--- src/rtl/cpu_types_pkg.sv ---
// Shared CPU cache types.
// Contents: instruction-cache address split (icachef_t), geometry constants
// and the instruction-cache controller state encoding.
package cpu_types_pkg;

    localparam int ITAG_W     = 25;
    localparam int IIDX_W     = 4;
    localparam int IBLK_WORDS = 2;

    // imemaddr viewed as cache fields: [31:7] tag, [6:3] set, [2] word, [1:0] byte
    typedef struct packed {
        logic [ITAG_W-1:0] tag;
        logic [IIDX_W-1:0] idx;
        logic              blkoff;
        logic [1:0]        bytoff;
    } icachef_t;

    typedef enum logic [1:0] {
        IDLE,
        FETCH0,
        FETCH1
    } icache_state_t;

endpackage

--- src/rtl/icache_if.sv ---
// Instruction cache bus bundle.
// Datapath side : imemREN, imemaddr (request), ihit, imemload (response).
// Controller side: iREN, iaddr (request), iwait, iload (response).
// modport slave  : the cache's view.
// modport master : the environment's view (datapath + memory controller).
interface icache_if;

    logic        imemREN;
    logic [31:0] imemaddr;
    logic        ihit;
    logic [31:0] imemload;

    logic        iREN;
    logic [31:0] iaddr;
    logic        iwait;
    logic [31:0] iload;

    modport slave (
        input  imemREN, imemaddr, iwait, iload,
        output ihit, imemload, iREN, iaddr
    );

    modport master (
        output imemREN, imemaddr, iwait, iload,
        input  ihit, imemload, iREN, iaddr
    );

endinterface

--- src/rtl/icache.sv ---
// Direct-mapped instruction cache, 16 sets x 2 words, read-only.
// Ports:
//   CLK  - clock, rising edge
//   nRST - asynchronous active-low reset
//   bus  - icache_if.slave: datapath request/response and memory
//          controller request/response (see icache_if.sv)
// A hit is answered combinationally in IDLE. A miss fetches both words of
// the block (FETCH0 then FETCH1) from the controller and returns to IDLE.
import cpu_types_pkg::*;

module icache (
    input logic      CLK,
    input logic      nRST,
    icache_if.slave  bus
);

    localparam int unsigned NSETS = 2 ** IIDX_W;

    icache_state_t     state;
    logic [ITAG_W-1:0] miss_tag;
    logic [IIDX_W-1:0] miss_idx;
    logic [NSETS-1:0]  valid;
    logic              iren_q;
    logic [31:0]       iaddr_q;

    logic [ITAG_W-1:0] tags [NSETS];
    logic [31:0]       data [NSETS][IBLK_WORDS];

    icachef_t req;
    logic     hit;
    logic     unused_bytoff;

    assign req           = icachef_t'(bus.imemaddr);
    assign unused_bytoff = ^req.bytoff;

    always_comb begin
        hit = (state == IDLE) && bus.imemREN && valid[req.idx]
              && (tags[req.idx] == req.tag);
    end

    assign bus.ihit     = hit;
    assign bus.imemload = hit ? data[req.idx][req.blkoff] : '0;
    assign bus.iREN     = iren_q;
    assign bus.iaddr    = iaddr_q;

    // Controller state, miss register and valid bits. iREN/iaddr are
    // registered and loaded on the transition into each fetch state, so they
    // equal the state-decoded values without a combinational output path.
    always_ff @(posedge CLK or negedge nRST) begin
        if (!nRST) begin
            state    <= IDLE;
            miss_tag <= '0;
            miss_idx <= '0;
            valid    <= '0;
            iren_q   <= 1'b0;
            iaddr_q  <= '0;
        end else begin
            unique case (state)
                IDLE: begin
                    if (bus.imemREN && !hit) begin
                        miss_tag       <= req.tag;
                        miss_idx       <= req.idx;
                        // invalidate now so a half-filled block never hits
                        valid[req.idx] <= 1'b0;
                        iren_q         <= 1'b1;
                        iaddr_q        <= {req.tag, req.idx, 1'b0, 2'b00};
                        state          <= FETCH0;
                    end
                end
                FETCH0: begin
                    if (!bus.iwait) begin
                        iaddr_q <= {miss_tag, miss_idx, 1'b1, 2'b00};
                        state   <= FETCH1;
                    end
                end
                FETCH1: begin
                    if (!bus.iwait) begin
                        valid[miss_idx] <= 1'b1;
                        iren_q          <= 1'b0;
                        iaddr_q         <= '0;
                        state           <= IDLE;
                    end
                end
                default: state <= IDLE;
            endcase
        end
    end

    // Tag/data storage is not reset; valid bits alone guard it.
    always_ff @(posedge CLK) begin
        if (state == FETCH0 && !bus.iwait) begin
            data[miss_idx][0] <= bus.iload;
        end
        if (state == FETCH1 && !bus.iwait) begin
            data[miss_idx][1] <= bus.iload;
            tags[miss_idx]    <= miss_tag;
        end
    end

endmodule
--- src/flat_wrapper.sv ---
// flat-port wrapper written by rule: the top's interface ports become plain ports
module icache_flat 
  (CLK, nRST, bus_imemREN, bus_imemaddr, bus_iwait, bus_iload, bus_ihit, bus_imemload, bus_iREN, bus_iaddr);
  icache_if bus_i ();
  input logic CLK;
  input logic nRST;
  input wire logic [$bits(bus_i.imemREN)-1:0] bus_imemREN;
  input wire logic [$bits(bus_i.imemaddr)-1:0] bus_imemaddr;
  input wire logic [$bits(bus_i.iwait)-1:0] bus_iwait;
  input wire logic [$bits(bus_i.iload)-1:0] bus_iload;
  output wire logic [$bits(bus_i.ihit)-1:0] bus_ihit;
  output wire logic [$bits(bus_i.imemload)-1:0] bus_imemload;
  output wire logic [$bits(bus_i.iREN)-1:0] bus_iREN;
  output wire logic [$bits(bus_i.iaddr)-1:0] bus_iaddr;
  assign bus_i.imemREN = bus_imemREN;
  assign bus_i.imemaddr = bus_imemaddr;
  assign bus_i.iwait = bus_iwait;
  assign bus_i.iload = bus_iload;
  assign bus_ihit = bus_i.ihit;
  assign bus_imemload = bus_i.imemload;
  assign bus_iREN = bus_i.iREN;
  assign bus_iaddr = bus_i.iaddr;
  icache u_core (.CLK(CLK), .nRST(nRST), .bus(bus_i));
endmodule
--- config.mk ---
export PLATFORM = sky130hd
export DESIGN_NAME = icache_flat
export DESIGN_NICKNAME = d
export VERILOG_FILES = /design/src/rtl/cpu_types_pkg.sv /design/src/rtl/icache_if.sv /design/src/rtl/icache.sv /design/src/flat_wrapper.sv
export SDC_FILE = /design/constraint.sdc
export NUM_CORES = 1
export LEC_CHECK = 0
export CAP_MARGIN = 30
export CORE_UTILIZATION = 41
export CTS_CLUSTER_DIAMETER = 50
export CTS_CLUSTER_SIZE = 16
export DETAILED_ROUTE_END_ITERATION = 10
export SYNTH_ARGS = -nofsm -noshare
export SYNTH_HDL_FRONTEND = slang
export SYNTH_SLANG_ARGS = --single-unit
--- constraint.sdc ---
create_clock -name CLK -period 8.5 [get_ports CLK]
set_clock_uncertainty 0.15 [all_clocks]
set_input_delay 1.7 -clock CLK [delete_from_list [all_inputs] [get_ports CLK]]
set_output_delay 1.7 -clock CLK [all_outputs]
set_load 0.05 [all_outputs]
Word-level counts from Yosys, hierarchy flattened
Memories as Yosys holds them, arrays and structs flattened.
Cells that the tools add are included.
- input bits: 68
- bits in writable memories: 1424
- memories kept: 2
- bits in registers: 80
- logic and storage cells: 68
- memories (name ; depth ; bits a word ; read ports ; clocked after Yosys merged registers in ; write ports ; RTL line ; text):
    u_core.data ; 16 ; 64 ; 1 ; 0 ; 1 ; icache.sv:27 ; logic [31:0] data [NSETS][IBLK_WORDS];
    u_core.tags ; 16 ; 25 ; 1 ; 0 ; 1 ; icache.sv:26 ; logic [ITAG_W-1:0] tags [NSETS];
- reductions and logical operators: 17
- magnitude comparators: 5
- bitwise gates (word level): 4
- mux-type cells: 28
- equality and inequality tests: 6
- operator list (operator ; number):
    $mux W32 ; 7
    $pmux W32 S3 ; 1
    $mux W16 ; 2
    $pmux W16 S2 ; 1
    $eq A25 B25 Y1 ; 1
    $and A16 B16 Y16 ; 1
    $not A16 Y16 ; 1
    $or A16 B16 Y16 ; 1
    $lt A4 B5 Y1 const B ; 2
    $mux W1 ; 9
    $demux W1 S4 ; 2
    $ge A4 B1 Y1 const B ; 2
    $logic_and A1 B1 Y1 ; 8
    $mux W2 ; 3
    $ne A2 B2 Y1 const B ; 3
    $pmux W2 S3 ; 1
    $reduce_and A3 Y1 ; 2
    $bmux W1 S4 ; 1
    $reduce_and A4 Y1 ; 1
    $reduce_bool A3 Y1 ; 1
    $eq A2 B1 Y1 const B ; 1
    $eq A2 B2 Y1 const B ; 1
    $ge A2 B2 Y1 const B ; 1
    $logic_not A1 Y1 ; 2
    5 further kinds ; 5

Depth between registers and ports, before layout
- depth in word-level cells: 8
- gate-level depth with buffers: 16

Least setup slack after synthesis
OpenSTA, ideal clock, no wires.
- path kind: input to register
- start point: input bus_iwait
- end point: register u_core.valid[6]
- buffers on the path: 0
- setup time: 0.067 ns
- slack: 0.138 ns
- required time: 8.283 ns
- data arrival time: 8.145 ns
- stages: 5
- cells stage by stage: nand2b_1 -> nor4_1 -> a21oi_1 -> o21ai_0 -> o41a_1
- cells in the longest elaborated chain, start to end: 2
- RTL lines (item ; RTL line ; text):
    from (decl) ; flat_wrapper.sv:9 ; input wire logic [$bits(bus_i.iwait)-1:0] bus_iwait;
    $ne A2 B2 Y1 (no source line) ; n/a ;
    $reduce_and A3 Y1 (no source line) ; n/a ;
    to (signal assigned) ; icache.sv:54 ; valid <= '0;
    to (signal, indexed assignment) ; icache.sv:64 ; valid[req.idx] <= 1'b0;
    to (signal, indexed assignment) ; icache.sv:78 ; valid[miss_idx] <= 1'b1;
    to (decl) ; icache.sv:22 ; logic [NSETS-1:0] valid;
Every way passes these cells.
A chain may end at the register's enable or synchronous reset.

Worst setup path after layout
- start point: input bus_imemaddr[4]
- end point: output bus_imemload[23]
- cells in the longest elaborated chain, start to end: 5
- elaborated cells on any way between the ends: 11
- classes of those cells: eq/ne: 1; mux: 6; reduce/logical: 2; memory: 2
- RTL lines (item ; RTL line ; text):
    from (decl) ; flat_wrapper.sv:8 ; input wire logic [$bits(bus_i.imemaddr)-1:0] bus_imemaddr;
    parallel branches: the longest is 4 deep, another holds $mem_v2 Z16 W25 ; n/a ;
    $mux W32 (*) ; icache.sv:42 ; assign bus.imemload = hit ? data[req.idx][req.blkoff] : '0;
    to (decl) ; flat_wrapper.sv:12 ; output wire logic [$bits(bus_i.imemload)-1:0] bus_imemload;
Mark *: on every way between the ends. The select of a mux whose other input is x is not followed.

==> metrics <==
cell mode on critical path buf_12; top-level I/O count 134; mean post-synth cell area 22.3 sq um; Netlist cell types 68; die extent in y 381 microns; Primary FF master, synth edfxtp_1; Worst-Skew Late Latency 770 ps; HP Class register to register; Slew Limit Fails 0; Residual DRC 0; global placement routability congestion 0.817; ys async rst share 0.0519; H-tree Lvls 4; mapped cell area 0.0588 sq mm; Port Buffers 129; Static Leakage 0.0215 uW; Fill cells 11.4k; Final period util 0.860; Worst VDD drop 0.000176 V; Routed wire per std cell 30.2 microns; post-placement cell area 0.0632 sq mm; Seq cells post-synth 1502; antenna violations before repair 11; die width 381 microns; Worst path top cell family by delay simple AND/OR/NAND/NOR gates; postcts setup bufs 0; RSZ-0062 raised after global routing no; Crit-path slowest cell buf_8; startpoint type of the worst setup path primary input; share of cells above drive strength 1 0.292; pwr/cell area 261 mW/mm^2; Post-synth EDFFs 1424; slew margin rel. 0.251; clock sinks 1502; vias per cell 5.86; Power, Total 17700 uW; worst path cell trace buf_8 -> buf_12 -> nand2b_1 -> o22ai_1 -> o21ai_0 -> nand4_1 -> o31ai_1 -> nor4bb_1 -> nand4_1 -> buf_12 -> nor2_1 -> buf_12; CTS Buf Count 139; # diodes 0; Vias 28.4k; Starting Density 0.414; Final setup viols 0; NumNets Final 2916; Final min period 7310 ps; largest net degree at the start of global routing 157; Max Fanout on Critical Path 59; final hold violations 0; CP peak stage delay 430 ps; first-pass GRT wire length 210000 microns; Max-cap violations 0; storage element area 0.0447 sq mm; Worst Path Buf+Inv 4; TritonCTS clock tree done; Cells after Synth 2641; Core Footprint 0.142 sq mm; multi-input logic area 0.0135 sq mm; CTS root buffer clkbuf_16; Cell Rows 138; status completed; total wire length 146000 microns; Clock Path Buffers 3; YS warnings 0; Iter 0 DRT Violations 2703; cts hold-fix bufs 0; DP HPWL 77000 microns; Post-Route Utilization 0.479; Area Growth Syn to Fin 15.6%; vias in the first global route 29.3k; total negative slack 0 ps; Routed Antenna Nets 0; Worst-Margin Slew 1120 ps; TritonRoute pass-1 iters 5; total grt overflow 0; critical path capture point type output port; sequential area share after synthesis 0.760; maximum clock rate 137 MHz; WS Path Type primary input to output port; Critical Path RT 6650 ps; clk slew on worst S/H paths 60 ps; Tot GR Track Use 0.203; CP Data Arrival Time 5460 ps; Die Area 0.145 sq mm; cell area after layout 0.0680 sq mm; post-CTS sizing 0
synth_stat cells (all sizes together), types with 11 or more instances:
cell	n	area [sq um]
a21oi	11	55.1
a22oi	11	82.6
buf	73	399
clkbuf	70	263
dfrtp	78	1950
edfxtp	1424	42800
inv	34	128
mux2	70	788
mux2i	87	871
mux4	415	9370
nand2	55	206
nand2b	11	68.8
nand3	14	70.1
nand4	13	81.3
nor2	85	319
nor3	15	86.3
o21ai	41	205
xnor2	24	210
area by class of cell:
| type | instances | share of cell area |
|---|---|---|
| Inverter | 35 | 0.00201 |
| Clock inverter | 95 | 0.0166 |
| Timing Repair Buffer | 203 | 0.0368 |
| Multi-Input combinational cell | 962 | 0.199 |
| Tap cell | 1890 | 0.0348 |
| Clock buffer | 152 | 0.0528 |
| Sequential cell | 1502 | 0.658 |
cells by family (layout without fill, tap and decap cells):
kind of cell               Yosys count  after routing  share of synthesized area
AOI/OAI and AO/OA                  129            129                     0.0154
xor gates and xnor gates            24             24                    0.00357
adders and majority gates            5              5                    0.00106
buffers and inverters              178            485                     0.0135
DFF                               1502           1502                      0.760
muxes                              572            572                      0.188
other                                1              2                  0.0000638
and+or+nand+nor                    230            230                     0.0186
cell usage in the layout, fill, tap and decap left out, drive strengths merged, types with 11 or more instances in the layout:
master,Yosys,routed
mux2,70,70
clkinv,1,43
edfxtp,1424,1424
nand4,13,13
inv,34,59
a22oi,11,11
buf,73,111
mux2i,87,87
clkdlybuf4s50,0,90
xnor2,24,24
dfrtp,78,78
nand2b,11,11
clkbuf,70,154
nor3,15,15
mux4,415,415
nor2,85,85
clkinvlp,0,14
o21ai,41,41
bufinv,0,14
nand3,14,14
a21oi,11,11
nand2,55,55
metal layers:
layer | up-vias | share of wire | GRT usage
li1 | 11524 | - | -
met1 | 15498 | 0.42 | 0.281
met2 | 1079 | 0.49 | 0.330
met3 | 243 | 0.065 | 0.0375
met4 | 16 | 0.023 | 0.0538
met5 | - | 0.00071 | 0
worst reg2reg max path: cells and delay by family, from the launching register on:
kind	cells	cell delay (ps)
flops	1	430
simple gates	4	1490
buf+inv	3	830
fa+ha+maj	1	280
mux	1	380
compound gates	4	1100
registers in the layout, summed over array words and instances, names as in the netlist:
signal            cells
u_core.valid         16
u_core.tags         400
u_core.bus.iREN       1
u_core.miss_idx       4
u_core.data        1024
u_core.state          2
u_core.bus.iaddr     30
u_core.miss_tag      25
metrics by stage:
| step | std cells | hold slack [ps] | setup slack (ps) |
|---|---|---|---|
| after floorplan | 2642 | 301 | 138 |
| after global placement | 4581 | 324 | 1150 |
| after detailed placement | 4587 | 327 | 1130 |
| after CTS | 4834 | 347 | 1130 |
| after global routing | 4839 | 367 | 1040 |
| final | 4839 | 346 | 1190 |
worst paths after layout:
path,from,to,slack [ps],depth (start not counted)
setup / recovery,bus_imemaddr[4],bus_imemload[23],1190,12
hold / removal,u_core.bus.iaddr[2],u_core.bus.iaddr[2],350,1
setup reg to reg,u_core.state[1],u_core.bus.iaddr[5],3720,13
hold reg to reg,u_core.bus.iaddr[2],u_core.bus.iaddr[2],350,1
max in group asynchronous,nRST,u_core.bus.iREN,6360,2
min in group asynchronous,nRST,u_core.bus.iaddr[17],710,1
power by group:
group,internal [uW],switching [uW],total [uW]
Combinational,780,1290,2070
Clock,3570,2870,6440
Sequential,8790,438,9230
Total,13100,4610,17700
No activity file was read; power rests on OpenSTA's default activity.
